`src/rtl/led_pio_blink.sv`:
```
// ---------------------------------------------------------------------------
// led_pio_blink
//
// Avalon-MM parallel output port for driving LEDs, with a per-bit blink mask.
// The port has a DATA register plus atomic OUTSET/OUTCLR aliases for
// read-modify-write-free bit manipulation. A free-running prescaler toggles a
// common "phase" bit every PERIOD+1 clocks. Bits selected in BLINK_EN show
// DATA gated by that phase. The other bits show DATA directly.
//
// Register map (word address):
//   0 DATA      rw  LED value
//   1 BLINK_EN  rw  per-bit blink enable
//   2 PERIOD    rw  blink half-period minus one, in clk cycles
//   3 STATUS    ro  {31'b0, phase}
//   4 OUTSET    wo  DATA |= writedata (reads 0)
//   5 OUTCLR    wo  DATA &= ~writedata (reads 0)
//   6-7         reserved (read 0, writes ignored)
//
// Ports:
//   clk         sole clock, rising edge
//   reset       synchronous active-high reset
//   address     Avalon-MM word address
//   chipselect  slave select
//   write_n     active-low write strobe, qualified by chipselect
//   writedata   write data
//   readdata    combinational read data (zero wait states)
//   out_port    LED drive, decoded from registers only
// ---------------------------------------------------------------------------
module led_pio_blink #(
    parameter int          WIDTH        = 8,
    parameter logic [31:0] RESET_VALUE  = 32'd0,
    parameter int          PERIOD_W     = 24,
    parameter logic [31:0] PERIOD_RESET = 32'd12499999
) (
    input  logic             clk,
    input  logic             reset,
    input  logic [2:0]       address,
    input  logic             chipselect,
    input  logic             write_n,
    input  logic [31:0]      writedata,
    output logic [31:0]      readdata,
    output logic [WIDTH-1:0] out_port
);

    // -----------------------------------------------------------------------
    // Address decode
    // -----------------------------------------------------------------------
    localparam logic [2:0] ADDR_DATA     = 3'd0;
    localparam logic [2:0] ADDR_BLINK_EN = 3'd1;
    localparam logic [2:0] ADDR_PERIOD   = 3'd2;
    localparam logic [2:0] ADDR_STATUS   = 3'd3;
    localparam logic [2:0] ADDR_OUTSET   = 3'd4;
    localparam logic [2:0] ADDR_OUTCLR   = 3'd5;

    localparam logic [WIDTH-1:0]    DATA_INIT   = RESET_VALUE[WIDTH-1:0];
    localparam logic [PERIOD_W-1:0] PERIOD_INIT = PERIOD_RESET[PERIOD_W-1:0];

    logic wr_en;
    logic wr_data;
    logic wr_blink;
    logic wr_period;
    logic wr_set;
    logic wr_clr;

    assign wr_en     = chipselect && !write_n;
    assign wr_data   = wr_en && (address == ADDR_DATA);
    assign wr_blink  = wr_en && (address == ADDR_BLINK_EN);
    assign wr_period = wr_en && (address == ADDR_PERIOD);
    assign wr_set    = wr_en && (address == ADDR_OUTSET);
    assign wr_clr    = wr_en && (address == ADDR_OUTCLR);

    // Only the low WIDTH / PERIOD_W bits of writedata are stored. This
    // reduction keeps the remaining bits formally consumed.
    logic unused_writedata;
    assign unused_writedata = ^writedata;

    logic [WIDTH-1:0]    wdata_w;
    logic [PERIOD_W-1:0] wdata_p;

    assign wdata_w = writedata[WIDTH-1:0];
    assign wdata_p = writedata[PERIOD_W-1:0];

    // -----------------------------------------------------------------------
    // Register state
    // -----------------------------------------------------------------------
    logic [WIDTH-1:0]    data_reg,     data_next;
    logic [WIDTH-1:0]    blink_en_reg, blink_en_next;
    logic [PERIOD_W-1:0] period_reg,   period_next;
    logic [PERIOD_W-1:0] cnt_reg,      cnt_next;
    logic                phase_reg,    phase_next;

    // DATA, BLINK_EN and PERIOD next-state. The address decode is one-hot,
    // so at most one of these branches is taken in a cycle.
    always_comb begin
        data_next     = data_reg;
        blink_en_next = blink_en_reg;
        period_next   = period_reg;

        if (wr_data) begin
            data_next = wdata_w;
        end else if (wr_set) begin
            data_next = data_reg | wdata_w;
        end else if (wr_clr) begin
            data_next = data_reg & ~wdata_w;
        end

        if (wr_blink) begin
            blink_en_next = wdata_w;
        end

        if (wr_period) begin
            period_next = wdata_p;
        end
    end

    // Prescaler and phase.
    // A PERIOD or BLINK_EN write restarts the half-period from the top. It
    // also overrides a coincident expiry, so software always gets a full
    // PERIOD+1 cycles after reprogramming. A BLINK_EN write also starts with
    // phase = 1, so newly enabled LEDs light immediately.
    always_comb begin
        cnt_next   = cnt_reg;
        phase_next = phase_reg;

        if (wr_period) begin
            cnt_next = wdata_p;
        end else if (wr_blink) begin
            cnt_next   = period_reg;
            phase_next = 1'b1;
        end else if (cnt_reg == '0) begin
            cnt_next   = period_reg;
            phase_next = ~phase_reg;
        end else begin
            cnt_next = cnt_reg - PERIOD_W'(1);
        end
    end

    // Reset takes priority, so a bus write in the same cycle as reset is
    // discarded.
    always_ff @(posedge clk) begin
        if (reset) begin
            data_reg     <= DATA_INIT;
            blink_en_reg <= '0;
            period_reg   <= PERIOD_INIT;
            cnt_reg      <= PERIOD_INIT;
            phase_reg    <= 1'b1;
        end else begin
            data_reg     <= data_next;
            blink_en_reg <= blink_en_next;
            period_reg   <= period_next;
            cnt_reg      <= cnt_next;
            phase_reg    <= phase_next;
        end
    end

    // -----------------------------------------------------------------------
    // Read mux. This path is purely combinational and has no side effects.
    // Write-only and reserved addresses read as zero.
    // -----------------------------------------------------------------------
    always_comb begin
        readdata = 32'd0;
        case (address)
            ADDR_DATA:     readdata = 32'(data_reg);
            ADDR_BLINK_EN: readdata = 32'(blink_en_reg);
            ADDR_PERIOD:   readdata = 32'(period_reg);
            ADDR_STATUS:   readdata = {31'd0, phase_reg};
            default:       readdata = 32'd0;
        endcase
    end

    // -----------------------------------------------------------------------
    // LED drive. Each bit is decoded from registers only, so bus activity
    // cannot glitch the pins.
    // -----------------------------------------------------------------------
    genvar gi;
    generate
        for (gi = 0; gi < WIDTH; gi++) begin : g_out
            assign out_port[gi] = blink_en_reg[gi] ? (data_reg[gi] & phase_reg)
                                                   : data_reg[gi];
        end
    endgenerate

endmodule

```
`config.mk`:
```
export PLATFORM = sky130hd
export DESIGN_NAME = led_pio_blink
export DESIGN_NICKNAME = d
export VERILOG_FILES = /design/src/rtl/led_pio_blink.sv
export SDC_FILE = /design/constraint.sdc
export NUM_CORES = 1
export LEC_CHECK = 0
export CAP_MARGIN = 5
export CORE_ASPECT_RATIO = 1.1
export CORE_MARGIN = 2
export CORE_UTILIZATION = 32
export DETAILED_ROUTE_END_ITERATION = 10
export PLACE_DENSITY = 0.52
export REMOVE_ABC_BUFFERS = 1
export SLEW_MARGIN = 30
export SYNTH_ARGS = -nofsm -noshare
export SYNTH_HDL_FRONTEND = slang
export SYNTH_SLANG_ARGS = --single-unit
```
`constraint.sdc`:
```
create_clock -name clk -period 2.9 [get_ports clk]
set_clock_uncertainty 0.05 [all_clocks]
set_input_delay 0.29 -clock clk [delete_from_list [all_inputs] [get_ports clk]]
set_output_delay 0.29 -clock clk [all_outputs]
set_load 0.05 [all_outputs]
```
# [Yosys cells after proc, flatten, opt, wreduce, memory -nomap -nowiden]
# Index checks and enable logic that the tools add are counted.
[totals] regBits=65 inputBits=39 output_inout_bits=40 elab_cells=53
[op_classes] n_addsub=1 eq_ne=5 mux=17 n_bitwise=13 reduce_logical=12
[op_table] cell="24-bit one-hot mux with 4 select lines" count=1
[op_table] cell="24-bit 2-to-1 mux" count=3
[op_table] cell="24-bit zero test" count=1
[op_table] cell="8-bit 2-to-1 mux" count=3
[op_table] cell="24-bit by 1-bit subtractor with 24-bit output (second input constant)" count=1
[op_table] cell="1-bit 2-to-1 mux" count=10
[op_table] cell="1-bit bitwise AND" count=8
[op_table] cell="8-bit bitwise AND" count=1
[op_table] cell="8-bit NOT" count=1
[op_table] cell="8-bit OR" count=1
[op_table] cell="3-bit by 2-bit equality test with 1-bit output (second input constant)" count=2
[op_table] cell="3-bit equality test (second input constant)" count=2
[op_table] cell="1-bit logical AND" count=6
[op_table] cell="3-bit by 1-bit equality test with 1-bit output (second input constant)" count=1
[op_table] cell="3-bit zero test" count=1
[op_table] cell="3-bit nonzero test" count=1
[op_table] cell="1-bit NOT" count=2
[op_table] cell="2-bit AND reduction" count=1
[op_table] cell="2-bit nonzero test" count=1
[op_table] cell="1-bit zero test" count=1

# [Logic depth before layout (Yosys ltp)]
# Gate-level depths: netlist of the first run.
[logic_depth] ltp_word=6 mapped_depth=8 depth_no_buf=7

# [Least setup slack after synthesis of the first run]
# Ideal clock, no wire load.
[synth_path] path_type="input-to-output" from="in address[0]" to="out readdata[1]" t_arrival_ps=1584 t_required_ps=2560 path_slack_ps=976 stages=5 n_path_buf=1 path_cell_list="buf_1 mux2i_1 nor2_1 a21oi_1 nor2_1"
[synth_between] elab_chain_cells=2 word_cells_on_any_way=5 cone_classes="eq/ne: 3; mux: 1; reduce/logical: 1"
[synth_rtl] element="start: declaration" line="37" text="input logic [2:0] address,"
[synth_rtl] element="3-bit by 2-bit equality test with 1-bit output, or another cell as far along" line="162" text="case (address)"
[synth_rtl] element="24-bit one-hot mux with 4 select lines *" line="162"
[synth_rtl] element="end: declaration" line="41" text="output logic [31:0] readdata,"
# Every way passes the cells marked *; elsewhere a longest branch is shown, timed or not.

# [Worst setup path in the final report of the first run]
[layout_path] from="reg phase_reg" to="out out_port[0]"
[layout_between] elab_chain_cells=2
[layout_rtl] element="start: declaration" line="90" text="logic phase_reg, phase_next;"
[layout_rtl] element="start signal: assignment" line="152" text="phase_reg <= phase_next;"
[layout_rtl] element="1-bit bitwise AND" line="178" text="assign out_port[gi] = blink_en_reg[gi] ? (data_reg[gi] & phase_reg)"
[layout_rtl] element="1-bit 2-to-1 mux" line="178"
[layout_rtl] element="end: declaration" line="42" text="output logic [WIDTH-1:0] out_port"
# No other way between the ends.

==> metrics list, run 1 <==
- The tool flagged a number of max-cap violations equal to 0.
* DRC errors left: 0
* Clock sink count: 65
- The max-slew violation count came to 0.
- Routed length per instance: 14.1 um
- In the global route stage, met3 resource usage came out at 0.0352.
* Critical-path top delay cell: sky130_fd_sc_hd__clkdlybuf4s50_1
- Number of global-route vias before repair: roughly 3000
- After the last flow step, the layout net total stands at 526.
- In this run the remaining antenna-violating nets after routing total 0.
* Worst-case hold slack: 0.392 ns
- GRT Residual Overflow: 0
- Number of buffers inserted during clock tree synthesis: 9
- The worst setup path is captured at a primary output.
- Total power for the finished layout comes to between 2 and 3 mW.
* Crit path max fanout: 9
- Placeable core region: just over 0.01 sq mm
* Slowest cell delay on critical path: about 0.84 ns
- Entering global routing, the biggest net connects 30 pins.
- Horiz. Die Dim: a little over 100 um
- In this run, post-CTS repair resized a total of 0 instances.
- between 70 and 80 I/O pins were placed.
- Total negative slack for setup checks: 0 ns
- Setup violations remaining at the end of the flow were counted as 0.
* Total Routed Length: between 8000 and 9000 um
- Sorting the synthesized cells by area gives the leading types as sky130_fd_sc_hd__dfxtp_1 (39%), sky130_fd_sc_hd__nand2_1 (8.5%), sky130_fd_sc_hd__a21oi_1 (6.2%).
- The worst-case IR drop observed on VDD is roughly 0.32 mV.
- Launching point of the worst reg2reg path: cnt_reg[7]$_SDFF_PP0_
- Setup repair after global routing left no endpoint under its margin.
* Reg-to-reg endpoint: cnt_reg[2]$_SDFF_PP1_
- Htree depth: 3
- The die is between 100 and 150 um tall.
* Worst-margin pin slew: 0.561 ns
- Period utilization: 0.799
- After floorplanning, the core was divided into 39 placement rows.
- Along the worst hold path, the cell count comes to 2.
- Synth Cell Area: 0.00337 sq mm
- Worst Setup SP: phase_reg$_SDFFE_PP1P_
* Startpoint class of the critical path: register
- Post-synth EDFFs: 0
- Port buffering added 62 buffers.
- Internal reg-to-reg setup slack: 0.79 ns
* Detailed-placement wirelength estimate: around 6300 um
* Outcome: completed
- Yosys Warn Count: 0
- Routed vias/inst: about 4.9
* Largest buffer count on any clock path: 2
- In the final layout, the share of cells above drive strength 1 is 0.157.
- Setup CP Type: reg -> out
- Area leader, netlist: sky130_fd_sc_hd__dfxtp_1
- The cell count after synthesis came out at ~420.
- Worst hold-check path type: in -> reg
- Series of cell instances along the critical path: inv_1 > a21boi_0 > clkdlybuf4s50_1
- Required time of the critical path: 2.56 ns
* First-pass GRT wire length: roughly 15000 um
- For met2 alone, demand over resource in global routing was 0.258.
- After layout, the minimum clock period comes to 2.32 ns.
- In this run, the number of DRC markers left after iteration 0 of detailed routing was between 100 and 150.
- Final weighted congestion in routability-driven placement: between 0.7 and 0.8
- In this run the power density over the cells is approximately 540 mW/mm^2.
* Worst relative slew slack: 0.625
- The synthesized design contains 65 register bits.
- For the worst flop-to-flop path, the logic depth is 6.
- The most used flip-flop cell after synthesis is sky130_fd_sc_hd__dfxtp_1.
- After clock tree synthesis, the clock-pin slew on the worst setup and hold paths is roughly 0.050 ns.
* Count of hold buffers inserted by post-cts repair: 0
- Routing layer with the top usage in global route: met2
- Worst path arrival time: around 2.0 ns
- The hold violation count in the final report was 0.
- Vias: roughly 3100
- For this configuration, the core starts out at a cell density of 0.326.
* Clock tree from TritonCTS: built
- Initial antenna violation count: 0
- Antenna fix cells: 0
* Highest achievable clock rate: roughly 430 MHz
- Clock latency on the worst-skew pair, taken at its later pin, is 0.32 ns.
- Number of fill cells: roughly 1000
* Overall die area: around 0.011 sq mm
- Synthesis-to-layout area growth: 42.1%
* Met1 capacity usage during global routing: 0.213
* Global Route Usage Sum: 0.160
* Number of setup buffers added after CTS: 0
- Root buffer cell: sky130_fd_sc_hd__clkbuf_16
- In this run the most critical hold path is launched from reset.
- Averaged over all synthesized cells, the footprint is 8.08 sq um.
- Endpoint with the worst hold slack: period_reg[16]$_SDFFE_PP0P_
- Share of async-settable or async-resettable flops after synthesis: 0
* Number of library cell types mapped by synthesis: a little under 60
* Portion of the post-synthesis area used by sequential elements: 0.386
- The analysis attributes to cell leakage a power of 1.87 nW.
- The pre-antenna-repair detailed-routing pass consisted of 4 iterations.
- The share of synthesized area in the top cell type comes to 0.386.
==> area by class of cell <==
type | instances | area (sq um) | share of cell area
multi-input combinational | 322 | 1920 | 0.400
sequential | 65 | 1300 | 0.272
timing repair buffer | 82 | 993 | 0.208
clock buffer | 11 | 253 | 0.0528
tap | 143 | 179 | 0.0374
clock inverter | 5 | 125 | 0.0261
inverter | 5 | 18.8 | 0.00392
==> cells in the final DEF (no fill, tap or decap), types with 14 or more instances in the layout <==
cell type | synthesis | final
sky130_fd_sc_hd__nor2_1 | 33 | 33
sky130_fd_sc_hd__dfxtp_1 | 65 | 65
sky130_fd_sc_hd__buf_12 | 0 | 23
sky130_fd_sc_hd__o21ai_0 | 14 | 14
sky130_fd_sc_hd__nand2_1 | 76 | 76
sky130_fd_sc_hd__a21oi_1 | 42 | 42
sky130_fd_sc_hd__xnor2_1 | 14 | 14
sky130_fd_sc_hd__and2_1 | 17 | 17
sky130_fd_sc_hd__clkdlybuf4s50_1 | 0 | 37
sky130_fd_sc_hd__buf_4 | 10 | 21
==> power by group <==
group	switching, mW	internal, mW	total (mW)
Clock	0.386	0.972	1.36
Sequential	0.0216	0.917	0.939
Combinational	0.172	0.130	0.302
Total	0.580	2.02	2.60
==> worst max-delay path: cells and delay by family, from the launching register on <==
family	cells	cell delay, ns
compound gates	1	0.26
flops	1	0.36
buf+inv	2	1.03
==> cells in the mapped netlist (3+ instances only) <==
library cell / n
sky130_fd_sc_hd__nor2_1: 33
sky130_fd_sc_hd__a21boi_0: 8
sky130_fd_sc_hd__clkbuf_1: 15
sky130_fd_sc_hd__nor3b_2: 3
sky130_fd_sc_hd__a21oi_1: 42
sky130_fd_sc_hd__mux2i_1: 7
sky130_fd_sc_hd__xnor2_1: 14
sky130_fd_sc_hd__nor4_1: 5
sky130_fd_sc_hd__buf_4: 10
sky130_fd_sc_hd__o21bai_1: 5
sky130_fd_sc_hd__nor3_1: 7
sky130_fd_sc_hd__inv_1: 5
sky130_fd_sc_hd__dfxtp_1: 65
sky130_fd_sc_hd__o31ai_1: 3
sky130_fd_sc_hd__xor2_1: 6
sky130_fd_sc_hd__o211ai_1: 3
sky130_fd_sc_hd__o311ai_0: 4
sky130_fd_sc_hd__nand4_1: 5
sky130_fd_sc_hd__a22oi_1: 8
sky130_fd_sc_hd__o21ai_0: 14
sky130_fd_sc_hd__o221ai_1: 5
sky130_fd_sc_hd__nand2_1: 76
sky130_fd_sc_hd__nand3_1: 11
sky130_fd_sc_hd__buf_2: 4
sky130_fd_sc_hd__and2_1: 17
==> cells by family after synthesis <==
| family | share of synthesized area |
|---|---|
| flops | 0.386 |
| other cells | 0.00111 |
| mux | 0.0275 |
| fa+ha+maj | 0.00743 |
| simple gates | 0.272 |
| compound gates | 0.198 |
| xor+xnor | 0.0520 |
| buf+inv | 0.0561 |
==> worst max path at each step <==
stage	to	slack, ns
after global routing	out_port[0]	0.46
final	out_port[0]	0.58
after global placement	cnt_reg[1]$_SDFF_PP1_	0.40
after floorplan	cnt_reg[17]$_SDFF_PP1_	0.09
after CTS	out_port[0]	0.56
after detailed placement	cnt_reg[2]$_SDFF_PP1_	0.38
==> through the flow <==
stage                util  setup slack [ns]  instance area [sq um]  instances
global placement    0.426             0.397                   4410        617
detailed placement  0.426             0.377                   4410        617
finish              0.463             0.584                   4790        633
floorplan               -            0.0854                   3230        392
CTS                 0.463             0.559                   4790        633
global route        0.463             0.464                   4790        633
==> routing by layer <==
layer  vias to the layer above  wire [um]
li1                       1595          -
met1                      1435       4310
met2                        76       4120
met3                         9        402
met4                         0         88
met5                         -          0
(Power assumes the default switching activity.)
==> inputs of run 2 (changes only) <==
==> constraint.sdc (replaced) <==
create_clock -name clk -period 2.2 [get_ports clk]
set_clock_uncertainty 0.05 [all_clocks]
set_input_delay 0.22 -clock clk [delete_from_list [all_inputs] [get_ports clk]]
set_output_delay 0.22 -clock clk [all_outputs]
set_load 0.05 [all_outputs]
==> run 2 against run 1 <==
Clock power increased by 4%. Die area stayed put. Highest routed layer unchanged. Flip-flop and latch count stayed put. Largest cell class unchanged.
==> metrics list, run 2 (same netlist as run 1, synthesis figures left out) <==
* Slowest cell delay on critical path: 0.51 ns
- Final weighted congestion in routability-driven placement: slightly below 0.8
- Broken down by cell family, the worst path's largest delay share belongs to buffers and inverters.
* Final worst setup slack: between 0.15 and 0.2 ns
* Buffers on Ports: 62
- The detail route stage leaves a number of antenna-violating nets equal to 0.
* Worst-case hold slack: between 0.2 and 0.25 ns
- Cell Count Post-Placement: between 600 and 700
* Worst relative slew slack: 0.658
* Total Routed Length: between 9000 and 10000 um
- Initial antenna violation count: 0
* Number of setup buffers added after CTS: 0
- Routed length per instance: about 14 um
- In this run the worst path has a maximum fanout of 15.
* GRT Residual Overflow: 0
- Counting both buffers and inverters, the worst setup path holds a total of 3.
* Overall die area: between 0.01 and 0.015 sq mm
- The finished layout holds around 640 standard cells, fillers aside.
- During I/O placement, the number of pins put on the boundary was 79.
- Total power divided by cell area: 637 mW/mm^2
- Global Route Usage Sum: 0.168
- Htree depth: 3
* Clock transition time at the flip-flop clock pins of the worst setup and hold paths: about 0.050 ns
* Fraction of final layout cells with drive strength greater than 1: 0.188
- Horiz. Die Dim: between 100 and 150 um
* Count of nets after finishing: ~540
* Clock sink count: 65
- Counting I/O delays and the setup requirement, the final critical path takes about 2.0 ns.
- Detailed-placement wirelength estimate: 6460 um
- For this block, the via count after detailed routing is between 3000 and 4000.
- Total negative slack for setup checks: 0 ns
- The hold violation count in the final report was 0.
- Length of the first detailed-routing pass in iterations: 5
- Root buffer cell: sky130_fd_sc_hd__clkbuf_16
- Area of the multi-input gates: about 0.0019 sq mm
* Antenna fix cells: 0
- Number of global-route vias before repair: around 3000
- Worst-margin pin slew: roughly 0.5 ns
* Series of cell instances along the critical path: clkdlybuf4s50_1 > buf_12 > mux4_2 > and2_1 > buf_4
- The tool flagged a number of max-cap violations equal to 0.
- For this design, the CTS-stage hold fixing added 0 buffers.
- Unrepaired setup endpoints after global routing: no
- Leaving out fill and tap cells, the most frequent cell in the layout is sky130_fd_sc_hd__nand2_1.
- The initial utilization of the core area, before any placement, comes to 0.326.
- TritonCTS built the clock tree.
* Pleak: 1.94 nW
- Reg area: 0.00130 sq mm
- Number of standard-cell rows in the floorplan: 39
- At the later pin of the worst-skew pair, clock insertion delay measures 0.33 ns.
- Max Slew Vio Count: 0
- In the finished design, the share of the clock period the worst path needs comes to 0.923.
- Kind of end point of the critical path: primary output
- Pin count of the biggest net entering global routing: 41
* Post-Place Setup Slack: -0.00482 ns
- Placeable core region: approximately 0.010 sq mm
- Worst ir drop on vdd: about 0.32 mV
- For the worst setup path, the data arrival time is 1.76 ns.
* Floorplan die height: 112 um
- Commonest cells after routing, fill and taps aside: sky130_fd_sc_hd__nand2_1 (76), sky130_fd_sc_hd__dfxtp_1 (65), sky130_fd_sc_hd__a21oi_1 (41), sky130_fd_sc_hd__buf_4 (36), sky130_fd_sc_hd__nor2_1 (33)
* Outcome: completed
- Highest achievable clock rate: 493 MHz
- Setup CP Type: in -> out
- STA puts the critical path data required time at about 1.9 ns.
- TritonCTS created 9 clock buffers.
- Synthesis-to-layout area growth: 43.4%
- After the first detailed-routing iteration, the DRC count stood at 92.
- After detailed routing, the number of remaining DRC violations is 0.
- Critical-path top delay cell: sky130_fd_sc_hd__clkdlybuf4s50_1
* Setup violators final: 0
* Routed vias/inst: roughly 4.9
- First-pass GRT wire length: approximately 15000 um
* Startpoint class of the critical path: primary input
* Number of fill cells: 1049
- Worst hold-check path type: in -> reg
* Largest buffer count on any clock path: 2
==> run 2: changes by cell type in the layout (fill, tap and decap cells not counted), sizes merged <==
cell,before,now
buf,45,63
clkdlybuf4s50,37,29
bufinv,4,1
clkbuf,11,12
clkinv,1,2
dlygate4sd2,0,1
dlymetal6s2s,0,1
==> run 2: per-layer routing <==
metal | vias up | wire, um | GRT usage
met3 | 11 | 413 | 0.0320
met1 | 1427 | 4330 | 0.234
met2 | 72 | 4320 | 0.261
li1 | 1616 | - | -
met5 | - | 0 | 0
met4 | 0 | 127 | 0.0542
==> run 2: power by group <==
part | total (mW) | internal (mW) | switching (mW) | leakage [nW]
Clock | 1.42 | 0.928 | 0.496 | 0.148
Sequential | 1.24 | 1.21 | 0.0305 | 0.528
Combinational | 0.412 | 0.182 | 0.229 | 1.27
Total | 3.08 | 2.32 | 0.756 | 1.94
==> run 2: layout make-up <==
| class | count | area share |
|---|---|---|
| inverter | 5 | 0.00388 |
| tap | 143 | 0.0370 |
| clock inverter | 3 | 0.00829 |
| multi-input combinational | 322 | 0.399 |
| sequential | 65 | 0.269 |
| clock buffer | 12 | 0.0531 |
| timing repair buffer | 94 | 0.229 |
==> run 2: through the flow <==
stage / power, mW / instance area, sq um / util
floorplan: 1.46 / 3230 / -
global placement: 1.67 / 4520 / 0.437
detailed placement: 1.67 / 4520 / 0.437
CTS: 3.10 / 4820 / 0.466
global route: 3.19 / 4830 / 0.467
finish: 3.08 / 4830 / 0.467
==> run 2: path summary, 6_finish.rpt <==
| kind | start | cells after the start | endpoint | slack (ns) |
|---|---|---|---|---|
| hold reg to reg | period_reg[10]$_SDFFE_PP1P_ | 2 | period_reg[10]$_SDFFE_PP1P_ | 0.41 |
| setup / recovery | address[0] | 5 | readdata[0] | 0.17 |
| hold / removal | reset | 2 | period_reg[22]$_SDFFE_PP0P_ | 0.24 |
| setup reg to reg | cnt_reg[3]$_SDFF_PP1_ | 6 | cnt_reg[13]$_SDFF_PP1_ | 0.25 |
==> run 2: what timing repair did <==
action	in CTS	in global routing
gates resized for setup	1	3
hold endpoints to repair	0	0
endpoints found under the setup margin	1	3
